**src/rtl/async_receiver_par_pkg.sv**
```systemverilog
// Shared definitions for the odd-parity UART receiver: FSM encoding, tick-count
// sample points and the baud increment formula shared with the transmitter.
package async_receiver_par_pkg;

  typedef enum logic [2:0] {
    StIdle   = 3'd0,
    StStart  = 3'd1,
    StData   = 3'd2,
    StParity = 3'd3,
    StStop   = 3'd4,
    StBreak  = 3'd5
  } rxState_e;

  localparam int unsigned DataWidth    = 8;
  localparam int unsigned TickCntWidth = 4;
  localparam int unsigned BitIdxWidth  = 3;

  localparam logic [TickCntWidth-1:0] SampFirst = 4'd7;
  localparam logic [TickCntWidth-1:0] SampMid   = 4'd8;
  localparam logic [TickCntWidth-1:0] SampLast  = 4'd9;
  localparam logic [TickCntWidth-1:0] TickLast  = 4'd15;
  localparam logic [BitIdxWidth-1:0]  BitLast   = 3'd7;

  // Phase increment; rounding term keeps TX and RX rates identical.
  function automatic longint unsigned baudInc(
    input longint unsigned clkFrequency,
    input longint unsigned baud,
    input longint unsigned oversampling,
    input longint unsigned accWidth
  );
    return (((baud * oversampling) << (accWidth - 64'd7)) + (clkFrequency >> 8))
           / (clkFrequency >> 7);
  endfunction

endpackage

```
**src/rtl/async_receiver_par_baud_tick_gen.sv**
```systemverilog
// Fractional phase-accumulator tick generator; tick pulses one clk per
// oversampling period.
module baud_tick_gen
  import async_receiver_par_pkg::*;
#(
  parameter int unsigned ClkFrequency = 50000000,
  parameter int unsigned Baud         = 19200,
  parameter int unsigned Oversampling = 16,
  parameter int unsigned AccWidth     = 16
) (
  input  logic clk,
  input  logic rst,
  output logic tick
);

  localparam longint unsigned IncFull = baudInc(64'(ClkFrequency), 64'(Baud),
                                                64'(Oversampling), 64'(AccWidth));
  localparam logic [AccWidth:0] Inc = IncFull[AccWidth:0];

  logic [AccWidth:0] acc;

  // Carry out of the low bits is the tick; it is dropped on the next add.
  always_ff @(posedge clk or posedge rst) begin
    if (rst) begin
      acc <= '0;
    end else begin
      acc <= {1'b0, acc[AccWidth-1:0]} + Inc;
    end
  end

  assign tick = acc[AccWidth];

endmodule

```
**src/rtl/async_receiver_par.sv**
```systemverilog
// RS-232 receiver: 8 data bits LSB-first, odd parity, 1 stop, 16x oversampling
// with a 3-sample majority vote per bit.
module async_receiver_par
  import async_receiver_par_pkg::*;
#(
  parameter int unsigned ClkFrequency = 50000000,
  parameter int unsigned Baud         = 19200,
  parameter int unsigned Oversampling = 16,
  parameter int unsigned AccWidth     = 16
) (
  input  logic                 clk,
  input  logic                 rst,
  input  logic                 RxD,
  output logic [DataWidth-1:0] RxD_data,
  output logic                 RxD_data_ready,
  output logic                 RxD_parity_error,
  output logic                 RxD_frame_error,
  output logic                 RxD_idle
);

  logic tick;

  baud_tick_gen #(
    .ClkFrequency (ClkFrequency),
    .Baud         (Baud),
    .Oversampling (Oversampling),
    .AccWidth     (AccWidth)
  ) uTickGen (
    .clk  (clk),
    .rst  (rst),
    .tick (tick)
  );

  // Two-flop synchroniser, reset to the idle level so reset never looks like a start bit.
  logic [1:0] rxSync;
  logic       rxs;

  always_ff @(posedge clk or posedge rst) begin
    if (rst) begin
      rxSync <= 2'b11;
    end else begin
      rxSync <= {rxSync[0], RxD};
    end
  end

  assign rxs = rxSync[1];

  rxState_e                 state;
  logic [TickCntWidth-1:0]  tcnt;
  logic [BitIdxWidth-1:0]   bitIdx;
  logic [DataWidth-1:0]     shreg;
  logic                     par;
  logic                     sampA;
  logic                     sampB;
  logic                     vote;

  // Majority of the samples at tcnt 7, 8 and the live one at tcnt 9.
  assign vote = (sampA & sampB) | (sampA & rxs) | (sampB & rxs);

  always_ff @(posedge clk or posedge rst) begin
    if (rst) begin
      state            <= StIdle;
      tcnt             <= '0;
      bitIdx           <= '0;
      shreg            <= '0;
      par              <= 1'b0;
      sampA            <= 1'b1;
      sampB            <= 1'b1;
      RxD_data         <= '0;
      RxD_data_ready   <= 1'b0;
      RxD_parity_error <= 1'b0;
      RxD_frame_error  <= 1'b0;
      RxD_idle         <= 1'b1;
    end else begin
      RxD_data_ready <= 1'b0;
      if (tick) begin
        tcnt <= tcnt + 4'd1;
        if (tcnt == SampFirst) sampA <= rxs;
        if (tcnt == SampMid)   sampB <= rxs;

        unique case (state)
          StIdle: begin
            if (!rxs) begin
              state    <= StStart;
              tcnt     <= '0;
              RxD_idle <= 1'b0;
            end
          end

          StStart: begin
            if (tcnt == SampLast && vote) begin
              state    <= StIdle;
              tcnt     <= '0;
              RxD_idle <= 1'b1;
            end else if (tcnt == TickLast) begin
              state  <= StData;
              bitIdx <= '0;
            end
          end

          StData: begin
            if (tcnt == SampLast) shreg <= {vote, shreg[DataWidth-1:1]};
            if (tcnt == TickLast) begin
              if (bitIdx == BitLast) begin
                state <= StParity;
              end else begin
                bitIdx <= bitIdx + 3'd1;
              end
            end
          end

          StParity: begin
            if (tcnt == SampLast) par <= vote;
            if (tcnt == TickLast) state <= StStop;
          end

          // Frame completes at mid-stop so a start bit straight after can be caught.
          StStop: begin
            if (tcnt == SampLast) begin
              RxD_data         <= shreg;
              RxD_parity_error <= ~(^{shreg, par});
              RxD_frame_error  <= ~vote;
              RxD_data_ready   <= 1'b1;
              tcnt             <= '0;
              if (vote) begin
                state    <= StIdle;
                RxD_idle <= 1'b1;
              end else begin
                state <= StBreak;
              end
            end
          end

          StBreak: begin
            if (rxs) begin
              state    <= StIdle;
              tcnt     <= '0;
              RxD_idle <= 1'b1;
            end
          end

          default: begin
            state    <= StIdle;
            RxD_idle <= 1'b1;
          end
        endcase
      end
    end
  end

endmodule

```
**config.mk**
```make
export PLATFORM = sky130hd
export DESIGN_NAME = async_receiver_par
export DESIGN_NICKNAME = d
export VERILOG_FILES = /design/src/rtl/async_receiver_par_pkg.sv /design/src/rtl/async_receiver_par_baud_tick_gen.sv /design/src/rtl/async_receiver_par.sv
export SDC_FILE = /design/constraint.sdc
export NUM_CORES = 1
export LEC_CHECK = 0
export ABC_AREA = 1
export CAP_MARGIN = 20
export CORE_MARGIN = 3
export CORE_UTILIZATION = 28
export DETAILED_ROUTE_END_ITERATION = 7
export DONT_BUFFER_PORTS = 1
export SYNTH_ARGS = -nofsm -noshare
export SYNTH_HDL_FRONTEND = slang
export SYNTH_SLANG_ARGS = --single-unit
```
**constraint.sdc**
```tcl
create_clock -name clk -period 4.7 [get_ports clk]
set_input_delay 0.94 -clock clk [delete_from_list [all_inputs] [get_ports clk]]
set_output_delay 0.94 -clock clk [all_outputs]
set_load 0.005 [all_outputs]
```
==> results of run 1 <==
[area by class of cell]
cell class	count	share of cell area, %
inverter	47	6.01
multi-input combinational	231	40.8
clock buffer	5	2.31
tap	129	5.42
timing repair buffer	1	0.672
clock inverter	3	0.882
sequential	52	43.9
[cells by family after synthesis]
kind of cell,after synthesis,synth area share [%]
AND/OR/NAND/NOR,180,29.8
buffers and inverters,52,7.99
flip-flops,52,47.7
AO/OA/AOI/OAI,32,7.62
XOR/XNOR,13,4.15
adder cells (fa/ha/maj),6,2.74
[state kept, by name (all words and copies together) (netlist names)]
register	count
tcnt	4
RxD_data_ready	1
par	1
RxD_frame_error	1
RxD_parity_error	1
sampA	1
sampB	1
state	3
rxSync	2
shreg	8
RxD_data	8
bitIdx	3
RxD_idle	1
uTickGen.acc	17
[cell usage after synthesis, drive strengths merged]
cell | instances | area (um^2)
o21ai | 24 | 154
nor2 | 23 | 125
nand4 | 4 | 25.0
o21a | 1 | 7.51
inv | 47 | 179
dfstp | 5 | 131
nand2 | 114 | 453
xnor2 | 2 | 17.5
or2 | 1 | 6.26
xor2 | 11 | 96.3
o31a | 1 | 8.76
nand3b | 3 | 22.5
buf | 5 | 40.0
ha | 6 | 75.1
o211ai | 1 | 7.51
nor3 | 1 | 5.00
dfrtp | 47 | 1180
nand3 | 34 | 180
a21oi | 4 | 20.0
a21boi | 1 | 11.3
[how the worst max path moves through the flow]
| stage | slack [ps] | end | startpoint | depth (start not counted) |
|---|---|---|---|---|
| after floorplan | 2510 | RxD_data[0]$_DFFE_PP0P_ | rst | 1 |
| after global placement | 2870 | RxD_data_ready$_DFF_PP0_ | rst | 1 |
| after detailed placement | 2850 | state[0]$_DFFE_PP0P_ | rst | 1 |
| after CTS | 2870 | RxD_idle | RxD_idle$_DFFE_PP1P_ | 0 |
| after global routing | 2860 | RxD_idle | RxD_idle$_DFFE_PP1P_ | 0 |
| final | 2900 | RxD_idle | RxD_idle$_DFFE_PP1P_ | 0 |
[per-layer routing]
layer / routed length, um / vias to the layer above
met3: 179 / 8
met5: 0 / -
met4: 90 / 0
li1: - / 1053
met1: 2340 / 945
met2: 2170 / 20
[where the power goes]
group / switching [mW] / leakage (nW) / internal, mW
Sequential: 0.000617 / 0.676 / 0.449
Combinational: 0.00976 / 0.776 / 0.00228
Clock: 0.161 / 0.0487 / 0.109
[stage by stage]
stage               cell area [um^2]  hold WS, ps  setup slack, ps
floorplan                       2740          345             2510
global placement                2860          346             2870
detailed placement              2860          349             2850
CTS                             2960          363             2870
global route                    2980          371             2860
finish                          2980          361             2900
==> summary.md, run 1 <==
| Metric | Value |
|---|---|
| Status | `complete, no violations` |
| Number of instances in the synthesized netlist | `335` |
| Hold Crit Start | `rxSync[0]$_DFF_PP1_` |
| Commonest cells after routing, fill and taps aside | `108 x sky130_fd_sc_hd__nand2_1, 47 x sky130_fd_sc_hd__dfrtp_1, 41 x sky130_fd_sc_hd__inv_1, 32 x sky130_fd_sc_hd__nand3_1, 17 x sky130_fd_sc_hd__nor2_1` |
| Power per cell area | `246 nW/um^2` |
| Maximum number of pins on one net before global-route repair | `53` |
| Root buffer cell | `sky130_fd_sc_hd__clkbuf_8` |
| Antenna diode instance count | `0` |
| Count of maximum capacitance violations | `0` |
| Total power | `0.732 mW` |
| HPWL after DPL | `3500 um` |
| Starting DRT DRC Count | `94` |
| Type of element capturing the critical path | `output pin` |
| Htree depth | `2` |
| Rel. slew slack | `73.8%` |
| CP arrival | `860 ps` |
| Hold-critical path endpoint | `rxSync[1]$_DFF_PP1_` |
| Min Clock Period, post-route | `1800 ps` |
| Worst skew pair latency | `320 ps` |
| Layer with the highest usage after global routing | `met2` |
| Via density per instance | `4.33` |
| Final weighted congestion in routability-driven placement | `0.798` |
| Endpoints failing setup | `0` |
| Met3 Use GR | `3.09%` |
| Final layout net count | `347` |
| Peak VDD IR | `117 uV` |
| Static power due to leakage | `1.50 nW` |
| Number of buffers inserted by post-CTS setup repair | `0` |
| Wirelength per Cell | `10.2 um` |
| Count of final max-slew check failures | `0` |
| Number of clock buffers inserted by TritonCTS | `5` |
| Die Outline Area | `11000 um^2` |
| Hold buffer count at CTS | `0` |
| CP Class | `flop to output pin` |
| Reg clk slew, reported paths | `100 ps` |
| Width of the chip | `105 um` |
| Achievable frequency | `0.554 GHz` |
| Site row count | `35` |
| RR Endpoint | `uTickGen.acc[14]$_DFF_PP0_` |
| Number of buffers between clock root and the deepest sink | `2` |
| Total length of routed wires | `4780 um` |
| Drt first pass iters | `4` |
| Synthesized area | `2740 um^2` |
| Synth-to-layout area growth | `8.63%` |
| Post-route setup TNS | `0 ps` |
| Critical Path RT | `3760 ps` |
| Clk sinks | `52` |
| Sequential area share after synthesis | `47.7%` |
| Total DRC errors in the routed layout | `0` |
| Post-synthesis sequential element count | `52` |
| Commonest non-fill, non-tap cell in the layout | `sky130_fd_sc_hd__nand2_1` |
| Boundary pin count | `15` |
| Port Buf Inserts | `0` |
| Filler cell count in the final layout | `1010` |
| Count of vias placed by the detailed router | `2026` |
| Total overflow reported by the global router | `0` |
| Layout Skew | `12.1 ps` |
| Die boundary height | `105 um` |
| Worst reg2reg path depth | `9` |
| Met2 track demand over resource | `15.6%` |
| Number of placed instances with taps included | `459` |
| Global-route wire length before repair | `8800 um` |
| Synth Warn # | `0` |
| Number of distinct library cell variants in the gate-level netlist after synthesis | `32` |
| Average footprint of a synthesized cell | `8.18 um^2` |
| Post-CTS resize count | `0` |
| Post-synthesis net count | `344` |
| Total global routing track utilization | `9.64%` |
| Worst-path fanout max | `2` |
| Share of the core filled with cells | `31.8%` |
| Met1 demand-to-capacity share in global routing | `11.8%` |
| Multi-input combinational cell area | `1210 um^2` |
| Area inside the core boundary | `9370 um^2` |
| Startpoint of the worst-slack reg-to-reg timing path | `uTickGen.acc[0]$_DFF_PP0_` |
| Share of the cycle needed by the critical path after routing | `38.4%` |
| Hold Path Depth | `0` |
| Ratio of cells with drive above 1 in the final layout | `13.0%` |
| Path category of the worst min-delay check | `flop to flop` |
| Clock tree from TritonCTS | `done` |
| Initial standard-cell utilization of the core | `29.3%` |
| FF/Latch Area | `1310 um^2` |
| Transition at the pin with the smallest max-transition slack | `392 ps` |
| Non-filler instance count after layout | `468` |
| Number of global-route vias before repair | `1999` |
| Antenna viol nets, final | `0` |
| Critical Path Source Type | `flop` |
| Unrepaired setup endpoints after global routing | `false` |
| Final-report hold violation count | `0` |
| Internal reg-to-reg setup slack | `3160 ps` |
| Antenna violations before repair | `0` |
(Power assumes the default switching activity.)
==> run 2: changes to the inputs <==
==> constraint.sdc (replaced) <==
create_clock -name clk -period 1.75 [get_ports clk]
set_input_delay 0.35 -clock clk [delete_from_list [all_inputs] [get_ports clk]]
set_output_delay 0.35 -clock clk [all_outputs]
set_load 0.005 [all_outputs]
==> summary.md, run 2 (same netlist as run 1, synthesis figures left out) <==
| Metric | Value |
|---|---|
| Site row count | `35 (unchanged)` |
| Status | `complete, no violations` |
| Post-CTS resize count | `0 (unchanged)` |
| Width of the chip | `105 um (unchanged)` |
| Htree depth | `2 (unchanged)` |
| Count of maximum capacitance violations | `0 (unchanged)` |
| Die Outline Area | `11000 um^2 (unchanged)` |
| Antenna diode instance count | `0 (unchanged)` |
| Critical Path RT | `1950 ps (-1810 ps)` |
| Maximum number of pins on one net before global-route repair | `53 (unchanged)` |
| Antenna violations before repair | `0 (unchanged)` |
| Rel. slew slack | `76.9% (+3.1 points)` |
| Final weighted congestion in routability-driven placement | `0.832 (+4.3%)` |
| Ratio of cells with drive above 1 in the final layout | `13.2% (+0.22 points)` |
| Clock tree from TritonCTS | `done` |
| Peak VDD IR | `370 uV (+220%)` |
| Transition at the pin with the smallest max-transition slack | `346 ps (-46.6 ps)` |
| CP Class | `flop to flop` |
| Max reg flops | `17 (unchanged)` |
| Share of the core filled with cells | `32.0% (+0.24 points)` |
| HPWL after DPL | `3640 um (+4.1%)` |
| Largest regs | `uTickGen.acc: 17 flops, RxD_data: 8 flops, shreg: 8 flops` |
| Commonest non-fill, non-tap cell in the layout | `sky130_fd_sc_hd__nand2_1` |
| Critical Path Source Type | `flop` |
| Unrepaired setup endpoints after global routing | `false` |
| Starting DRT DRC Count | `84 (-11%)` |
| Area inside the core boundary | `9370 um^2 (unchanged)` |
| Total overflow reported by the global router | `0 (unchanged)` |
| Boundary pin count | `15 (unchanged)` |
| Final layout net count | `349 (+0.58%)` |
| CP arrival | `1680 ps (+820 ps)` |
| Number of clock buffers inserted by TritonCTS | `5 (unchanged)` |
| Commonest cells after routing, fill and taps aside | `108 x sky130_fd_sc_hd__nand2_1, 47 x sky130_fd_sc_hd__dfrtp_1, 41 x sky130_fd_sc_hd__inv_1, 32 x sky130_fd_sc_hd__nand3_1, 17 x sky130_fd_sc_hd__nor2_1` |
| Post-route setup TNS | `0 ps (unchanged)` |
| Initial standard-cell utilization of the core | `29.3% (unchanged)` |
| Reg clk slew, reported paths | `100 ps (about the same)` |
| Total global routing track utilization | `9.46% (-0.18 points)` |
| Worst skew pair latency | `300 ps (-20 ps)` |
| Achievable frequency | `0.674 GHz` |
| Via density per instance | `4.30 (-0.67%)` |
| Layout Skew | `10.8 ps (-1.33 ps)` |
| Path category of the worst min-delay check | `input pin to flop` |
| Final-report hold violation count | `0 (unchanged)` |
| Port Buf Inserts | `0 (unchanged)` |
| Count of vias placed by the detailed router | `2021 (-0.25%)` |
| Count of final max-slew check failures | `0 (unchanged)` |
| Worst-path fanout max | `5 (+3)` |
| Number of global-route vias before repair | `1984 (-0.75%)` |
| Min Clock Period, post-route | `1480 ps` |
| Root buffer cell | `sky130_fd_sc_hd__clkbuf_8` |
| Routed wl met3 | `181 um (+1.1%)` |
| Synth-to-layout area growth | `9.45%` |
| Drt first pass iters | `4 (unchanged)` |
| Antenna viol nets, final | `0 (unchanged)` |
| Routed length on met2 | `2360 um (+8.7%)` |
| Number of buffers between clock root and the deepest sink | `2 (unchanged)` |
| Highest layer used for signal routing | `met4` |
| Global-route wire length before repair | `8780 um (-0.24%)` |
| Total DRC errors in the routed layout | `0 (unchanged)` |
| Share of the cycle needed by the critical path after routing | `84.8%` |
| Type of element capturing the critical path | `flop` |
| Clk sinks | `52 (unchanged)` |
| Reg with most FFs | `uTickGen.acc` |
| Total length of routed wires | `4840 um (+1.3%)` |
| Die boundary height | `105 um (unchanged)` |
| Metal-1 WL | `2260 um (-3.2%)` |
| Static power due to leakage | `1.51 nW (+0.87%)` |
| Number of buffers inserted by post-CTS setup repair | `0 (unchanged)` |
| Min Hold Slack | `41.3 ps (-320 ps)` |
| Power per cell area | `659 nW/um^2 (+170%)` |
| Endpoints failing setup | `0 (unchanged)` |
| Wirelength per Cell | `10.3 um (+0.85%)` |
[run 2: cell count changes in the layout (fill, tap and decap cells not counted), sizes merged]
cell / before / now
dlygate4sd3: 0 / 1
buf: 1 / 2
inv: 48 / 49
clkbuf: 5 / 6
clkinv: 2 / 0
[run 2: timing repair]
item | CTS | global route
hold endpoints to repair | 47 | 0
endpoints found under the setup margin | 0 | 0
hold buffers | 1 | 0
[run 2: metrics by stage]
step	instance area, um^2	total power, mW	setup WS [ps]	instances
6_report	3000	1.98	266	470
5_1_grt	3000	2.08	91.2	470
4_1_cts	3000	2.02	259	470
3_5_place_dp	2890	1.27	285	461
3_3_place_gp	2890	1.27	275	461
2_1_floorplan	2740	1.25	150	335
[run 2: worst max-delay path: stages (launching register included)]
cell and delay, ps:
sky130_fd_sc_hd__dfstp_2 580, sky130_fd_sc_hd__nand2_1 60, sky130_fd_sc_hd__nand3_1 190, sky130_fd_sc_hd__nand2_1 100, sky130_fd_sc_hd__nand2_2 110, sky130_fd_sc_hd__nand2_1 70
sky130_fd_sc_hd__nand2_2 90, sky130_fd_sc_hd__nand2_2 80, sky130_fd_sc_hd__nand2_1 60, sky130_fd_sc_hd__nand2_1 50
[run 2: area by class of cell]
cell class / instances / area [um^2]
multi-input cells: 231 / 1210
flip-flops and latches: 52 / 1310
clock buffers: 6 / 82.6
fillers: 999 / 6370
clock inverters: 2 / 17.5
well taps: 129 / 161
inverters: 47 / 179
repair buffers: 3 / 37.5
[run 2: power by group]
| group | leakage, nW | switching, mW | internal, mW |
|---|---|---|---|
| clock network | 0.0522 | 0.405 | 0.332 |
| logic | 0.786 | 0.0265 | 0.00783 |
| registers | 0.676 | 0.00208 | 1.21 |
[run 2: worst paths after layout]
kind                                        endpoint  slack [ps]                 from  depth (start not counted)
setup reg to reg                state[2]$_DFFE_PP0P_         270  rxSync[1]$_DFF_PP1_                          9
min in group asynchronous  uTickGen.acc[1]$_DFF_PP0_         540                  rst                          3
max in group asynchronous       RxD_idle$_DFFE_PP1P_         930                  rst                          3
hold reg to reg                  rxSync[1]$_DFF_PP1_         360  rxSync[0]$_DFF_PP1_                          0
hold / removal                   rxSync[0]$_DFF_PP1_          40                  RxD                          0
setup / recovery                state[2]$_DFFE_PP0P_         270  rxSync[1]$_DFF_PP1_                          9
[run 2: layer usage]
layer / vias up / GRT usage (%)
li1: 1057 / -
met1: 942 / 11.7
met2: 20 / 16.4
met3: 2 / 2.53
met4: 0 / 2.25
met5: - / 0
==> run 3: changes to the inputs <==
==> constraint.sdc (replaced) <==
create_clock -name clk -period 1.3 [get_ports clk]
set_input_delay 0.26 -clock clk [delete_from_list [all_inputs] [get_ports clk]]
set_output_delay 0.26 -clock clk [all_outputs]
set_load 0.005 [all_outputs]
==> summary.md, run 3 (same netlist as run 1, synthesis figures left out) <==
| Metric | Value |
|---|---|
| Starting DRT DRC Count | `94 (+12%)` |
| Antenna diode instance count | `0 (unchanged)` |
| Critical path destination | `state[1]$_DFFE_PP0P_` |
| Count of vias placed by the detailed router | `2210 (+9.4%)` |
| Die boundary height | `105 um (unchanged)` |
| Commonest non-fill, non-tap cell in the layout | `sky130_fd_sc_hd__nand2_1` |
| Commonest cells after routing, fill and taps aside | `97 x sky130_fd_sc_hd__nand2_1, 44 x sky130_fd_sc_hd__dfrtp_1, 35 x sky130_fd_sc_hd__inv_1, 27 x sky130_fd_sc_hd__buf_4, 23 x sky130_fd_sc_hd__nand3_1` |
| RR Endpoint | `state[1]$_DFFE_PP0P_` |
| Path category of the worst min-delay check | `flop to flop` |
| Ratio of cells with drive above 1 in the final layout | `32.2% (+19 points)` |
| Achievable frequency | `0.703 GHz (+4.4%)` |
| Global-route wire length before repair | `10100 um (+15%)` |
| Root buffer cell | `sky130_fd_sc_hd__clkbuf_8` |
| Drt first pass iters | `4 (unchanged)` |
| Static power due to leakage | `1.72 nW (+13%)` |
| Final layout net count | `384 (+10%)` |
| Initial standard-cell utilization of the core | `29.3% (unchanged)` |
| CP Class | `flop to flop` |
| Min Clock Period, post-route | `1420 ps (-62.5 ps)` |
| Post-route setup TNS | `-1860 ps (-1860 ps)` |
| Pre-CTS worst setup slack | `-167 ps (-452 ps)` |
| Die Outline Area | `11000 um^2 (unchanged)` |
| Antenna violations before repair | `0 (unchanged)` |
| Worst-case setup margin in the final layout | `-122 ps (-387 ps)` |
| Clk sinks | `52 (unchanged)` |
| Unrepaired setup endpoints after global routing | `true` |
| Final weighted congestion in routability-driven placement | `0.823 (-1.0%)` |
| Total length of routed wires | `5530 um (+14%)` |
| Internal reg-to-reg setup slack | `-120 ps (-390 ps)` |
| Via density per instance | `4.38 (+1.8%)` |
| Worst-path fanout max | `4 (-1)` |
| Count of maximum capacitance violations | `0 (unchanged)` |
| Antenna viol nets, final | `0 (unchanged)` |
| Critical Path Source Type | `flop` |
| Largest regs | `uTickGen.acc: 17 flops, RxD_data: 8 flops, shreg: 8 flops` |
| Width of the chip | `105 um (unchanged)` |
| Number of clock buffers inserted by TritonCTS | `5 (unchanged)` |
| Clock tree from TritonCTS | `done` |
| Startpoint of the worst-slack reg-to-reg timing path | `rxSync[1]$_DFF_PP1_` |
| Final-report hold violation count | `0 (unchanged)` |
| Maximum number of pins on one net before global-route repair | `53 (unchanged)` |
| Site row count | `35 (unchanged)` |
| Status | `finished with violations` |
| CP arrival | `1620 ps (-60 ps)` |
| Total overflow reported by the global router | `0 (unchanged)` |
| Area inside the core boundary | `9370 um^2 (unchanged)` |
| Htree depth | `2 (unchanged)` |
| Wirelength per Cell | `10.9 um (+6.3%)` |
| Type of element capturing the critical path | `flop` |
| Layout Skew | `6.24 ps (-4.55 ps)` |
| Critical Path RT | `1500 ps (-450 ps)` |
| Critical path launch point | `rxSync[1]$_DFF_PP1_` |
| Synth-to-layout area growth | `28.6%` |
| Power per cell area | `791 nW/um^2 (+20%)` |
| Number of global-route vias before repair | `2314 (+17%)` |
| Total DRC errors in the routed layout | `0 (unchanged)` |
| Port Buf Inserts | `0 (unchanged)` |
| Share of the cycle needed by the critical path after routing | `109% (+25 points)` |
| Filler cell count in the final layout | `965 (-3.4%)` |
| HPWL after DPL | `3720 um (+2.1%)` |
| Worst skew pair latency | `300 ps (about the same)` |
| Number of buffers between clock root and the deepest sink | `2 (unchanged)` |
| Transition at the pin with the smallest max-transition slack | `269 ps (-77.0 ps)` |
| Boundary pin count | `15 (unchanged)` |
| Peak VDD IR | `440 uV (+19%)` |
| Rel. slew slack | `82.0% (+5.2 points)` |
| Endpoints failing setup | `27 (+27)` |
| Total global routing track utilization | `10.9% (+1.5 points)` |
| Min Hold Slack | `362 ps (+321 ps)` |
| Reg clk slew, reported paths | `90 ps (about the same)` |
| Reg with most FFs | `uTickGen.acc` |
| Worst reg2reg path depth | `9 (unchanged)` |
| Count of final max-slew check failures | `0 (unchanged)` |
| Max reg flops | `17 (unchanged)` |
| Failing checks | `setup timing` |
run 3: cell count changes in the layout (fill, tap and decap cells not counted), moves of 4 or more:
cell                      delta
sky130_fd_sc_hd__a21oi_1     -4
sky130_fd_sc_hd__buf_4      +26
sky130_fd_sc_hd__buf_6       +7
sky130_fd_sc_hd__ha_1        -4
sky130_fd_sc_hd__inv_1       -6
sky130_fd_sc_hd__nand2_1    -11
sky130_fd_sc_hd__nand2_2     +8
sky130_fd_sc_hd__nand3_1     -9
sky130_fd_sc_hd__nand3_2     +6
sky130_fd_sc_hd__nor2_1      -5
sky130_fd_sc_hd__nor2_4      +5
sky130_fd_sc_hd__o21ai_0     -4
sky130_fd_sc_hd__o21ai_1     +4
run 3: metal layers:
| metal | up-vias | wire length (um) | track usage, % |
|---|---|---|---|
| met5 | - | 0 | 0 |
| met4 | 0 | 49 | 3.09 |
| met3 | 5 | 167 | 2.41 |
| met2 | 26 | 2850 | 19.7 |
| met1 | 1053 | 2460 | 13.0 |
| li1 | 1126 | - | - |
run 3: through the flow:
step	instance area, um^2	cells	power [mW]	utilization, %
CTS	3430	502	2.84	36.6
finish	3520	505	2.79	37.6
detailed placement	3060	483	1.71	32.6
global route	3520	505	2.91	37.6
global placement	3060	483	1.71	32.6
floorplan	2750	335	1.68	-
run 3: how the worst min path moves through the flow:
stage | from | to | slack, ps | cells after the start
finish | rxSync[0]$_DFF_PP1_ | rxSync[1]$_DFF_PP1_ | 360 | 0
global placement | rst | uTickGen.acc[1]$_DFF_PP0_ | 230 | 2
CTS | rxSync[0]$_DFF_PP1_ | rxSync[1]$_DFF_PP1_ | 360 | 0
detailed placement | rst | uTickGen.acc[1]$_DFF_PP0_ | 230 | 2
floorplan | RxD | rxSync[0]$_DFF_PP1_ | 260 | 0
global route | rxSync[0]$_DFF_PP1_ | rxSync[1]$_DFF_PP1_ | 370 | 0
run 3: timing repair:
item	CTS	global route
setup endpoints to repair	36	43
hold buffers	2	0
setup buffers	8	5
pin swaps	24	20
gates cloned	1	0
resized for setup	49	21
hold endpoints to repair	48	0
run 3: final cells by class:
type                    instances  area [um^2]  share of cell area (%)
clock inverters                 3         42.5                    1.21
well taps                     129          161                    4.58
repair buffers                 37          322                    9.12
multi-input cells             232         1430                    40.5
flip-flops and latches         52         1310                    37.2
clock buffers                   5         68.8                    1.95
inverters                      47          190                    5.40
run 3: critical path, cell delays in order (launching register included):
cell and delay, ps:
sky130_fd_sc_hd__dfstp_2 580, sky130_fd_sc_hd__inv_2 50, sky130_fd_sc_hd__nand2_2 60, sky130_fd_sc_hd__nor2_2 50
sky130_fd_sc_hd__nor2_2 140, sky130_fd_sc_hd__nand3_4 100, sky130_fd_sc_hd__nor2_4 150, sky130_fd_sc_hd__nand2_4 70
sky130_fd_sc_hd__nand2_1 70, sky130_fd_sc_hd__nand2_1 50
run 3: report_power, final:
part / leakage, nW / switching [mW] / internal [mW]
combinational: 0.990 / 0.0386 / 0.0168
clock: 0.0541 / 0.538 / 0.570
sequential: 0.671 / 0.00288 / 1.62
total: 1.72 / 0.579 / 2.21
